File: src/rtl/cpu_ctrl.sv
// Hack CPU control unit: sequences A/C instructions through an
// external ALU and a handshaked data memory.
module cpu_ctrl (
    input  logic        clk,
    input  logic        rst_n,
    input  logic [15:0] instr,
    input  logic        instr_valid,
    output logic        instr_ready,
    output logic [15:0] alu_x,
    output logic [15:0] alu_y,
    output logic [5:0]  alu_ctl,
    input  logic [15:0] alu_out,
    input  logic        alu_zr,
    input  logic        alu_ng,
    output logic [14:0] mem_addr,
    output logic        mem_rd,
    output logic        mem_wr,
    output logic [15:0] mem_wdata,
    input  logic [15:0] mem_rdata,
    input  logic        mem_ack,
    output logic [14:0] pc,
    output logic [15:0] a_reg,
    output logic [15:0] d_reg
);

    typedef enum logic [1:0] {
        IDLE,
        READ,
        EXEC,
        WRITE
    } state_t;

    state_t      state;
    state_t      state_nx;
    logic [15:0] a;
    logic [15:0] d;
    logic [12:0] ir;
    logic [15:0] mdr;
    logic [15:0] r;
    logic [14:0] waddr;
    logic [14:0] pc_q;
    logic [14:0] pc_inc;
    logic        take;

    assign pc_inc = pc_q + 15'd1;
    assign take = (ir[2] & alu_ng) | (ir[1] & alu_zr)
                | (ir[0] & ~alu_ng & ~alu_zr);

    always_ff @(posedge clk) begin
        if (!rst_n) begin
            state <= IDLE;
        end else begin
            state <= state_nx;
        end
    end

    always_comb begin
        state_nx = state;
        unique case (state)
            IDLE: begin
                if (instr_valid && instr[15]) begin
                    state_nx = instr[12] ? READ : EXEC;
                end
            end
            READ: begin
                if (mem_ack) begin
                    state_nx = EXEC;
                end
            end
            EXEC: begin
                state_nx = ir[3] ? WRITE : IDLE;
            end
            WRITE: begin
                if (mem_ack) begin
                    state_nx = IDLE;
                end
            end
            default: state_nx = IDLE;
        endcase
    end

    // Jump target and write address both use A as it was before EXEC.
    always_ff @(posedge clk) begin
        if (!rst_n) begin
            a     <= '0;
            d     <= '0;
            ir    <= '0;
            mdr   <= '0;
            r     <= '0;
            waddr <= '0;
            pc_q  <= '0;
        end else begin
            unique case (state)
                IDLE: begin
                    if (instr_valid) begin
                        if (!instr[15]) begin
                            a    <= instr;
                            pc_q <= pc_inc;
                        end else begin
                            ir <= instr[12:0];
                        end
                    end
                end
                READ: begin
                    if (mem_ack) begin
                        mdr <= mem_rdata;
                    end
                end
                EXEC: begin
                    r     <= alu_out;
                    waddr <= a[14:0];
                    if (ir[4]) begin
                        d <= alu_out;
                    end
                    if (ir[5]) begin
                        a <= alu_out;
                    end
                    pc_q <= take ? a[14:0] : pc_inc;
                end
                default: ;
            endcase
        end
    end

    always_comb begin
        instr_ready = (state == IDLE);
        mem_rd      = (state == READ);
        mem_wr      = (state == WRITE);
        mem_addr    = (state == WRITE) ? waddr : a[14:0];
    end

    assign mem_wdata = r;
    assign alu_x     = d;
    assign alu_y     = ir[12] ? mdr : a;
    assign alu_ctl   = ir[11:6];
    assign pc        = pc_q;
    assign a_reg     = a;
    assign d_reg     = d;

endmodule
File: config.mk
export PLATFORM = sky130hd
export DESIGN_NAME = cpu_ctrl
export DESIGN_NICKNAME = d
export VERILOG_FILES = /design/src/rtl/cpu_ctrl.sv
export SDC_FILE = /design/constraint.sdc
export NUM_CORES = 1
export LEC_CHECK = 0
export CAP_MARGIN = 10
export CORE_MARGIN = 4
export CORE_UTILIZATION = 35
export CTS_BUF_LIST = sky130_fd_sc_hd__clkbuf_8 sky130_fd_sc_hd__clkbuf_16
export DETAILED_ROUTE_END_ITERATION = 7
export GPL_TIMING_DRIVEN = 0
export PLACE_DENSITY = 0.7
export SLEW_MARGIN = 10
export SYNTH_ARGS = -nofsm -noshare
export SYNTH_HDL_FRONTEND = slang
export SYNTH_SLANG_ARGS = --single-unit
File: constraint.sdc
create_clock -name clk -period 2.5 [get_ports clk]
set_clock_uncertainty 0.2 [all_clocks]
set_input_delay 0.5 -clock clk [delete_from_list [all_inputs] [get_ports clk]]
set_output_delay 0.5 -clock clk [all_outputs]
set_load 0.005 [all_outputs]
==> metrics.md, run 1 <==
| Metric | Value |
|---|---|
| 1st-iter DRT viols | `282` |
| Worst skew pair latency | `0.35 ns` |
| Worst reg2reg path startpoint | `pc[0]$_SDFFE_PN0P_` |
| Worst Hold Depth | `2` |
| First-pass GRT wire length | `27.1 mm` |
| Post-synth cell types | `53` |
| M1 WL | `7.44 mm` |
| Top Metal Used | `met5` |
| Post-synth EDFFs | `0` |
| H-tree depth | `3` |
| DR vias/cell | `5.21` |
| Pwr Density | `578 nW/um^2` |
| Critical path destination | `mem_addr[1]` |
| F_max | `406 MHz` |
| Worst-path clk slew | `0.07 ns` |
| CTS tree | `done` |
| Synth Net Count | `661` |
| Syn. warnings | `0` |
| Status | `completed` |
| Worst r2r dst | `pc[14]$_SDFFE_PN0P_` |
| Total Power | `4.15 mW` |
| Met2 routed WL | `8.16 mm` |
| Die area | `15900 sq um` |
| Area grow syn2layout | `47.3%` |
| Final setup fails | `0` |
| Seq/Total Area, Yosys | `44.8%` |
| Pin count of the biggest net entering global routing | `18` |
| Slew Viols, Final | `0` |
| CTS buffer count | `9` |
| Via count | `5065` |
| Clk sinks | `109` |
| Kind of critical path | `reg -> out` |
| Final Wtd Congestion | `0.853` |
| RSZ-0062 raised after global routing | `no` |
| GRT overflow | `0` |
| Multiplexer share of the synthesized area | `7.37%` |
| Initial core utilization | `36.2%` |
| Register-to-register setup slack | `0.29 ns` |
| Worst Reg-to-Reg Cells | `6` |
| DRC Markers | `0` |
| Routed Antenna Nets | `0` |
| Kind of end point of the critical path | `output port` |
| Die width | `126 microns` |
| Antenna violations before repair | `1` |
| Main combinational cell family by area after synthesis | `simple AND/OR/NAND/NOR gates` |
| Final net count | `846` |
| Period minus WS final | `2.46 ns` |
| Max VDD drop | `0.316 mV` |
| Relative slew slack | `60.1%` |
| Top-level port count | `173` |
| Top FF cell, synth | `dfxtp_1` |
| Cells after Synth | `606` |
| Leak | `2.60 nW` |
| Total wire length | `17.5 mm` |
| Max Cap Viol | `0` |
| Simple-gate share of the synthesized area | `21.9%` |
| CP Launch Point | `state[1]$_SDFFE_PN0P_` |
| Share of cells above drive strength 1 | `12.8%` |
| Final worst path period share | `98.4%` |
| Post-synthesis async set-or-reset flop share | `0%` |
| Port Buffers | `172` |
| WL/cell | `18.0 microns` |
| Cell Rows | `42` |
| Crit path DAT | `1.76 ns` |
| Antenna cells | `0` |
| Startpoint Class | `register` |
| Post-detail-place hpwl | `13.2 mm` |
| Clk root buf | `clkbuf_16` |
| Xor and xnor area share after synthesis | `0.899%` |
| Hold_buf cts | `0` |
| Setup WS post-layout | `0.0397 ns` |
| CP max FO | `10` |
| GR Util All Layers | `21.4%` |
| Tightest Pin Transition | `0.598 ns` |
| Die Y | `126 microns` |
| Vias in the first global route | `5078` |
| Final Util | `53.3%` |
| Place WS | `-0.229 ns` |
| Final Hold Vio Count | `0` |
| Core Region | `13500 sq um` |
| Met3 Wirelength | `1.52 mm` |
| #FFs+latches synth | `109` |
| Longest Clk Path Bufs | `2` |
| Post-Syn Area | `4870 sq um` |
| Avg Cell Area, Syn | `8.04 sq um` |
| Post-synthesis compound-gate area fraction | `17.2%` |
| Post-Synth Adder-Cell Area | `0.257%` |
| Worst path required time | `1.80 ns` |
| HP Class | `reg -> reg` |
| Drt first pass iters | `5` |
[critical path, cell delays in order (launching register included)]
cell	delay, ns
dfxtp_2	0.34
buf_6	0.15
nand2_8	0.09
mux2_2	0.37
clkdlybuf4s50_1	0.45
[placed cells by master (no fill, tap or decap), types with 13 or more instances in the layout]
cell type	count
nand2_1	182
clkdlybuf4s50_1	163
dfxtp_1	106
a21oi_1	90
mux2_2	31
nor2_1	26
buf_4	26
clkbuf_1	22
a311oi_1	15
nand3_1	13
[metrics by stage]
step	instances	cell area, sq um	TNS, ns	hold WS, ns
floorplan	606	4870	0	0.232
global placement	954	6810	-3.05	0.240
detailed placement	954	6810	-5.45	0.244
CTS	969	7150	0	0.255
global route	972	7180	0	0.270
finish	972	7180	0	0.254
[how the worst min path moves through the flow]
stage | from | to | slack [ns]
floorplan | ir[0]$_SDFFE_PN0P_ | ir[0]$_SDFFE_PN0P_ | 0.23
global placement | waddr[1]$_SDFFE_PN0P_ | waddr[1]$_SDFFE_PN0P_ | 0.24
detailed placement | waddr[1]$_SDFFE_PN0P_ | waddr[1]$_SDFFE_PN0P_ | 0.24
CTS | waddr[1]$_SDFFE_PN0P_ | waddr[1]$_SDFFE_PN0P_ | 0.25
global route | waddr[1]$_SDFFE_PN0P_ | waddr[1]$_SDFFE_PN0P_ | 0.27
finish | mdr[3]$_SDFFE_PN0P_ | mdr[3]$_SDFFE_PN0P_ | 0.25
[Yosys cell counts, drive strengths merged, types with 2 or more instances]
cell / n / share of area (%)
nand2: 184 / 14
dfxtp: 109 / 45
a21oi: 90 / 9.2
buf: 38 / 5.4
mux2: 31 / 7.2
nor2: 28 / 2.4
clkbuf: 24 / 1.8
a311oi: 15 / 2.7
nand3: 14 / 1.5
o21ai: 10 / 1.0
a31oi: 5 / 0.64
nand4: 4 / 0.64
a22oi: 3 / 0.46
and3: 3 / 0.41
inv: 3 / 0.23
nor2b: 3 / 0.39
nor3: 3 / 0.31
o211ai: 3 / 0.46
o21a: 3 / 0.46
o22ai: 3 / 0.39
xnor2: 3 / 0.54
and4b: 2 / 0.44
nand2b: 2 / 0.26
nor4: 2 / 0.26
o2111a: 2 / 0.46
or4: 2 / 0.31
xor2: 2 / 0.36
[power by group]
part	total (mW)	internal, mW	switching, mW
clock network	1.46	0.806	0.658
logic	0.751	0.412	0.339
registers	1.93	1.81	0.121
total	4.15	3.03	1.12
[metal layers]
metal  vias up  global-route usage, %
met4         2                   7.44
met1      2398                   27.5
met5         -                      0
met2       201                   34.7
li1       2434                      -
met3        30                   6.10
[cells by family after synthesis]
group,Yosys count
AOI/OAI and AO/OA,141
xor gates and xnor gates,5
adders and majority gates,1
buffers and inverters,66
DFF,109
muxes,32
and+or+nand+nor,252
[layout make-up]
| class | instances | area [sq um] |
|---|---|---|
| clock buffer | 10 | 239 |
| tap | 176 | 220 |
| fill | 1284 | 6280 |
| multi-input combinational | 431 | 2330 |
| inverter | 3 | 11.3 |
| clock inverter | 6 | 63.8 |
| buffer | 62 | 388 |
| sequential | 109 | 2190 |
| timing repair buffer | 175 | 1730 |
[timing repair]
action,in CTS,in global routing
endpoints found under the setup margin,32,5
gates resized for setup,25,0
endpoints found under the hold margin,0,0
buffers inserted,0,3
Note: power is estimated with default switching activity, not from simulation.
==> run 2: changes to the inputs <==
==> constraint.sdc (replaced) <==
create_clock -name clk -period 2.7 [get_ports clk]
set_clock_uncertainty 0.2 [all_clocks]
set_input_delay 0.54 -clock clk [delete_from_list [all_inputs] [get_ports clk]]
set_output_delay 0.54 -clock clk [all_outputs]
set_load 0.005 [all_outputs]
==> run 2 against run 1 <==
- register-to-register slack improved by 0.19 ns
- global-route usage barely moved
- non-clock buffer count fell by 5
- critical endpoint unchanged
- clock-buffer cell count did not move
- critical path depth did not move
- via count fell by 0.51%
- clock power fell by 8%
- wire length fell by 0.50%
- design area fell by 0.68%
- combinational power fell by 7.2%
- flip-flop and latch count did not move
- setup slack improved by 0.077 ns
==> metrics.md, run 2 (synthesis results as in run 1) <==
| Metric | Value |
|---|---|
| Final Hold Vio Count | `0 (unchanged)` |
| GR peak layer | `met2` |
| Startpoint Class | `register` |
| HP Class | `reg -> reg` |
| # fillers | `1289 (+0.39%)` |
| CP max FO | `16 (+6)` |
| Finished Cell Area | `7130 sq um (-0.68%)` |
| Crit path DAT | `1.84 ns (+0.08 ns)` |
| Top-level port count | `173 (unchanged)` |
| Met3 Use GR | `6.10% (unchanged)` |
| Share of cells above drive strength 1 | `12.0% (-0.80 points)` |
| GRT overflow | `0 (unchanged)` |
| H-tree depth | `3 (unchanged)` |
| Final worst path period share | `95.7%` |
| Commonest non-fill, non-tap cell in the layout | `nand2_1` |
| Total wire length | `17.5 mm (-0.50%)` |
| Fraction of power spent switching nets | `26.9% (-0.071 points)` |
| NetSw | `1.03 mW (-7.5%)` |
| DR vias/cell | `5.21 (about the same)` |
| Post-detail-place hpwl | `13.2 mm (unchanged)` |
| Longest Clk Path Bufs | `2 (unchanged)` |
| Initial core utilization | `36.2% (unchanged)` |
| Antenna violations before repair | `1 (unchanged)` |
| Setup WS post-layout | `0.116 ns (+0.0768 ns)` |
| Dpl cell area | `6810 sq um (unchanged)` |
| Final setup fails | `0 (unchanged)` |
| GR Util All Layers | `21.4% (-0.027 points)` |
| Tightest Pin Transition | `0.604 ns (+0.00577 ns)` |
| Relative slew slack | `59.8% (-0.38 points)` |
| Pin count of the biggest net entering global routing | `18 (unchanged)` |
| F_max | `387 MHz` |
| Leak | `2.54 nW (-2.5%)` |
| Clk root buf | `clkbuf_16` |
| Final Util | `53.0% (-0.36 points)` |
| Clock power frac | `35.2% (about the same)` |
| Fin Setup TNS | `0 ns (unchanged)` |
| Period minus WS final | `2.58 ns` |
| Post-Layout Cell Count | `967 (-0.51%)` |
| Met1 usage | `27.4% (-0.052 points)` |
| Cell Rows | `42 (unchanged)` |
| CTS tree | `done` |
| Clk sinks | `109 (unchanged)` |
| Core Region | `13500 sq um (unchanged)` |
| Drt first pass iters | `5 (unchanged)` |
| Post-Place Cells | `954 (unchanged)` |
| Seq pwr share | `46.7% (about the same)` |
| Final Wtd Congestion | `0.853 (unchanged)` |
| Antenna cells | `0 (unchanged)` |
| Commonest cells after routing, fill and taps aside | `182 x nand2_1, 172 x clkdlybuf4s50_1, 108 x dfxtp_1` |
| Port Buffers | `172 (unchanged)` |
| Slew Viols, Final | `0 (unchanged)` |
| RSZ-0062 raised after global routing | `no` |
| Final net count | `841 (-0.59%)` |
| Total Power | `3.85 mW (-7.3%)` |
| WL/cell | `18.0 microns (about the same)` |
| First-pass GRT wire length | `27.1 mm (-0.15%)` |
| Post-CTS setup buffers | `0 (unchanged)` |
| Worst skew pair latency | `0.35 ns (about the same)` |
| 1st-iter DRT viols | `296 (+5.0%)` |
| Pwr Density | `540 nW/um^2 (-6.7%)` |
| Area grow syn2layout | `46.3%` |
| Die width | `126 microns (unchanged)` |
| Hold_ws | `0.253 ns (-0.00134 ns)` |
| Int Power | `2.81 mW (-7.2%)` |
| Place WS | `-0.0692 ns (+0.160 ns)` |
| Die area | `15900 sq um (unchanged)` |
| Vias in the first global route | `5073 (-0.098%)` |
| Max VDD drop | `0.293 mV (-7.1%)` |
| Kind of end point of the critical path | `output port` |
| Max Cap Viol | `0 (unchanged)` |
| Die Y | `126 microns (unchanged)` |
| Kind of critical path | `reg -> out` |
| Status | `completed` |
| Comb pwr share | `18.1% (about the same)` |
| DRC Markers | `0 (unchanged)` |
| Worst-path clk slew | `0.07 ns (about the same)` |
| Via count | `5039 (-0.51%)` |
| Worst path required time | `1.96 ns (+0.16 ns)` |
| CTS buffer count | `9 (unchanged)` |
| GR Layer Usage met2 | `34.7% (about the same)` |
| Routed Antenna Nets | `0 (unchanged)` |
==> run 2: changes by cell type in the layout (fill, tap and decap cells not counted), sizes merged <==
cell | previous run | this run
clkdlybuf4s50 | 163 | 172
dlygate4sd2 | 9 | 0
buf | 41 | 37
clkbuf | 33 | 32
==> run 2: final cells by class <==
type                       count  area (sq um)  share of cell area [%]
sequential                   109          2180                    30.6
clock inverter                 6          63.8                   0.895
timing repair buffer         172          1720                    24.2
inverter                       3          11.3                   0.158
tap                          176           220                    3.09
clock buffer                  10           239                    3.35
multi-input combinational    431          2330                    32.7
buffer                        60           355                    4.99
==> run 2: power by group through the flow <==
stage	Clock (mW)	Combinational (mW)	Sequential, mW
after detailed placement	0	0.697	1.83
after CTS	1.37	0.703	1.79
final	1.35	0.697	1.80
after global placement	0	0.685	1.82
after global routing	1.43	0.758	1.80
after floorplan	0	0.293	1.77
==> run 2: layer usage <==
| layer | share of wire, % | wire, microns |
|---|---|---|
| met1 | 43 | 7520 |
| met2 | 47 | 8150 |
| met3 | 7.9 | 1390 |
| met4 | 2.2 | 387 |
| met5 | 0.069 | 12 |
==> run 2: what timing repair did <==
| action | CTS | global route |
|---|---|---|
| hold buffers | 0 | 0 |
| gates resized for setup | 8 | 1 |
| endpoints found under the setup margin | 25 | 18 |
==> run 2: critical path, stage by stage, from the launching register on <==
cell and delay, ns:
dfxtp_1 0.33, buf_4 0.18, nand2_8 0.15, mux2_2 0.39, clkdlybuf4s50_1 0.45
==> run 2: worst paths after layout <==
path / start / endpoint / slack (ns) / cells after the start
worst max-delay path: state[0]$_SDFFE_PN0P_ / mem_addr[1] / 0.12 / 4
worst min-delay path: mdr[3]$_SDFFE_PN0P_ / mdr[3]$_SDFFE_PN0P_ / 0.25 / 2
worst max register to register: pc[0]$_SDFFE_PN0P_ / pc[14]$_SDFFE_PN0P_ / 0.48 / 6
worst min register to register: mdr[3]$_SDFFE_PN0P_ / mdr[3]$_SDFFE_PN0P_ / 0.25 / 2
==> run 3: changes to the inputs <==
--- a/config.mk
+++ b/config.mk
@@ -6,7 +6,6 @@
 export NUM_CORES = 1
 export LEC_CHECK = 0
 export CAP_MARGIN = 10
-export CORE_MARGIN = 4
 export CORE_UTILIZATION = 35
 export CTS_BUF_LIST = sky130_fd_sc_hd__clkbuf_8 sky130_fd_sc_hd__clkbuf_16
 export DETAILED_ROUTE_END_ITERATION = 7
==> run 3 against run 2 <==
- critical path depth down 1
- global-route usage is 1.8 points higher
- critical endpoint is now alu_y[14]
- hold slack improved by 0.0027 ns
- power is 1.2% higher
- combinational power shrank 0.7%
- via count fell by 0.87%
- clock-buffer cell count decreased by 1
==> metrics.md, run 3 (synthesis results as in run 1) <==
| Metric | Value |
|---|---|
| First-pass GRT wire length | `25.8 mm (-4.5%)` |
| Leak | `2.55 nW (+0.56%)` |
| Worst-path clk slew | `0.08 ns (about the same)` |
| CTS buffer count | `9 (unchanged)` |
| Total wire length | `16.6 mm (-4.9%)` |
| Slew Viols, Final | `0 (unchanged)` |
| Area grow syn2layout | `46.8%` |
| Clk root buf | `clkbuf_16` |
| Fin Setup TNS | `0 ns (unchanged)` |
| Hold_buf cts | `0 (unchanged)` |
| Clk sinks | `109 (unchanged)` |
| Final setup fails | `0 (unchanged)` |
| Crit path DAT | `1.87 ns (+0.03 ns)` |
| Top-level port count | `173 (unchanged)` |
| RSZ-0062 raised after global routing | `no` |
| Post-detail-place hpwl | `12.8 mm (-3.1%)` |
| Period minus WS final | `2.61 ns (+0.0299 ns)` |
| Pin count of the biggest net entering global routing | `21 (+3)` |
| Status | `completed` |
| F_max | `383 MHz (-1.1%)` |
| HP Class | `reg -> reg` |
| 1st-iter DRT viols | `294 (-0.68%)` |
| Commonest cells after routing, fill and taps aside | `182 x nand2_1, 171 x clkdlybuf4s50_1, 108 x dfxtp_1` |
| GRT overflow | `0 (unchanged)` |
| Antenna cells | `0 (unchanged)` |
| Final worst path period share | `96.8% (+1.1 points)` |
| Worst skew pair latency | `0.36 ns (about the same)` |
| Final Hold Vio Count | `0 (unchanged)` |
| Relative slew slack | `60.0% (+0.22 points)` |
| Commonest non-fill, non-tap cell in the layout | `nand2_1` |
| DRC Markers | `0 (unchanged)` |
| Longest Clk Path Bufs | `2 (unchanged)` |
| CTS tree | `done` |
| Kind of end point of the critical path | `output port` |
| Antenna violations before repair | `0 (-1)` |
| Die area | `14400 sq um (-9.3%)` |
| Die width | `120 microns (-4.8%)` |
| Dpl cell area | `6810 sq um (unchanged)` |
| Startpoint Class | `register` |
| Initial core utilization | `36.3% (+0.14 points)` |
| Core Region | `13400 sq um (-0.39%)` |
| Final net count | `842 (+0.12%)` |
| CP max FO | `10 (-6)` |
| DR vias/cell | `5.16 (-0.98%)` |
| Kind of critical path | `reg -> out` |
| Vias in the first global route | `4937 (-2.7%)` |
| Drt first pass iters | `5 (unchanged)` |
| GR peak layer | `met2` |
| Share of cells above drive strength 1 | `12.4% (+0.36 points)` |
| GR Layer Usage met2 | `39.0% (+4.3 points)` |
| H-tree depth | `3 (unchanged)` |
| Cell Rows | `42 (unchanged)` |
| Tightest Pin Transition | `0.594 ns (-0.00965 ns)` |
| Finished Cell Area | `7150 sq um (+0.35%)` |
| Pwr Density | `544 nW/um^2 (+0.85%)` |
| Via count | `4995 (-0.87%)` |
| Final Wtd Congestion | `0.860 (+0.88%)` |
| GR Util All Layers | `23.3% (+1.8 points)` |
| Max Cap Viol | `0 (unchanged)` |
| Routed Antenna Nets | `0 (unchanged)` |
| Met3 Use GR | `5.32% (-0.77 points)` |
| Met1 usage | `29.5% (+2.1 points)` |
| Die Y | `120 microns (-4.8%)` |
| Worst path required time | `1.96 ns (about the same)` |
| Port Buffers | `172 (unchanged)` |
| Max VDD drop | `0.310 mV (+5.5%)` |
| Hold_ws | `0.255 ns (+0.00266 ns)` |
| WL/cell | `17.1 microns (-5.0%)` |
-- run 3: cell types whose count changed in the layout (fill, tap and decap cells not counted), sizes merged --
cell           delta
clkbuf            -1
clkinvlp          +2
clkdlybuf4s50     -1
clkinv            -1
buf               +1
dlymetal6s2s      +1
-- run 3: worst max-delay path: stages, from the launching register on --
cell             delay [ns]
dfxtp_2                0.45
buf_4                  0.25
mux2_2                 0.38
clkdlybuf4s50_1        0.45
-- run 3: path summary, 6_finish.rpt --
| kind | start | endpoint | slack, ns | depth (start not counted) |
|---|---|---|---|---|
| min | mdr[6]$_SDFFE_PN0P_ | mdr[6]$_SDFFE_PN0P_ | 0.26 | 2 |
| max | ir[12]$_SDFFE_PN0P_ | alu_y[14] | 0.09 | 3 |
| max reg2reg | pc[0]$_SDFFE_PN0P_ | pc[14]$_SDFFE_PN0P_ | 0.46 | 6 |
| min reg2reg | mdr[6]$_SDFFE_PN0P_ | mdr[6]$_SDFFE_PN0P_ | 0.26 | 2 |
-- run 3: area by class of cell --
| class | count | area (sq um) |
|---|---|---|
| clock inverters | 7 | 92.6 |
| multi-input cells | 431 | 2330 |
| plain buffers | 61 | 363 |
| fillers | 1267 | 6250 |
| well taps | 176 | 220 |
| clock buffers | 9 | 225 |
| repair buffers | 172 | 1720 |
| flip-flops and latches | 109 | 2180 |
| inverters | 3 | 11.3 |
-- run 3: per-stage QoR --
| stage | power (mW) | utilization [%] | std cells | worst slack (ns) |
|---|---|---|---|---|
| CTS | 3.91 | 53.4 | 969 | 0.0112 |
| global placement | 2.50 | 50.8 | 954 | -0.0862 |
| finish | 3.89 | 53.4 | 968 | 0.0866 |
| global route | 4.03 | 53.4 | 968 | 0.0130 |
| floorplan | 2.07 | - | 606 | 0.669 |
| detailed placement | 2.51 | 50.8 | 954 | -0.121 |
-- run 3: routing by layer --
| layer | vias to the layer above | wire (microns) |
|---|---|---|
| met1 | 2350 | 6890 |
| met3 | 25 | 1510 |
| met2 | 211 | 7920 |
| li1 | 2409 | - |
| met4 | 0 | 285 |
| met5 | - | 0 |
-- run 3: timing repair --
item | in CTS | in global routing
gates resized for setup | 9 | 3
pin swaps | 0 | 0
setup endpoints to repair | 25 | 16
setup buffers | 0 | 0
-- run 3: report_power, final --
part | internal, mW | switching (mW)
clock network | 0.745 | 0.666
registers | 1.68 | 0.110
logic | 0.387 | 0.305
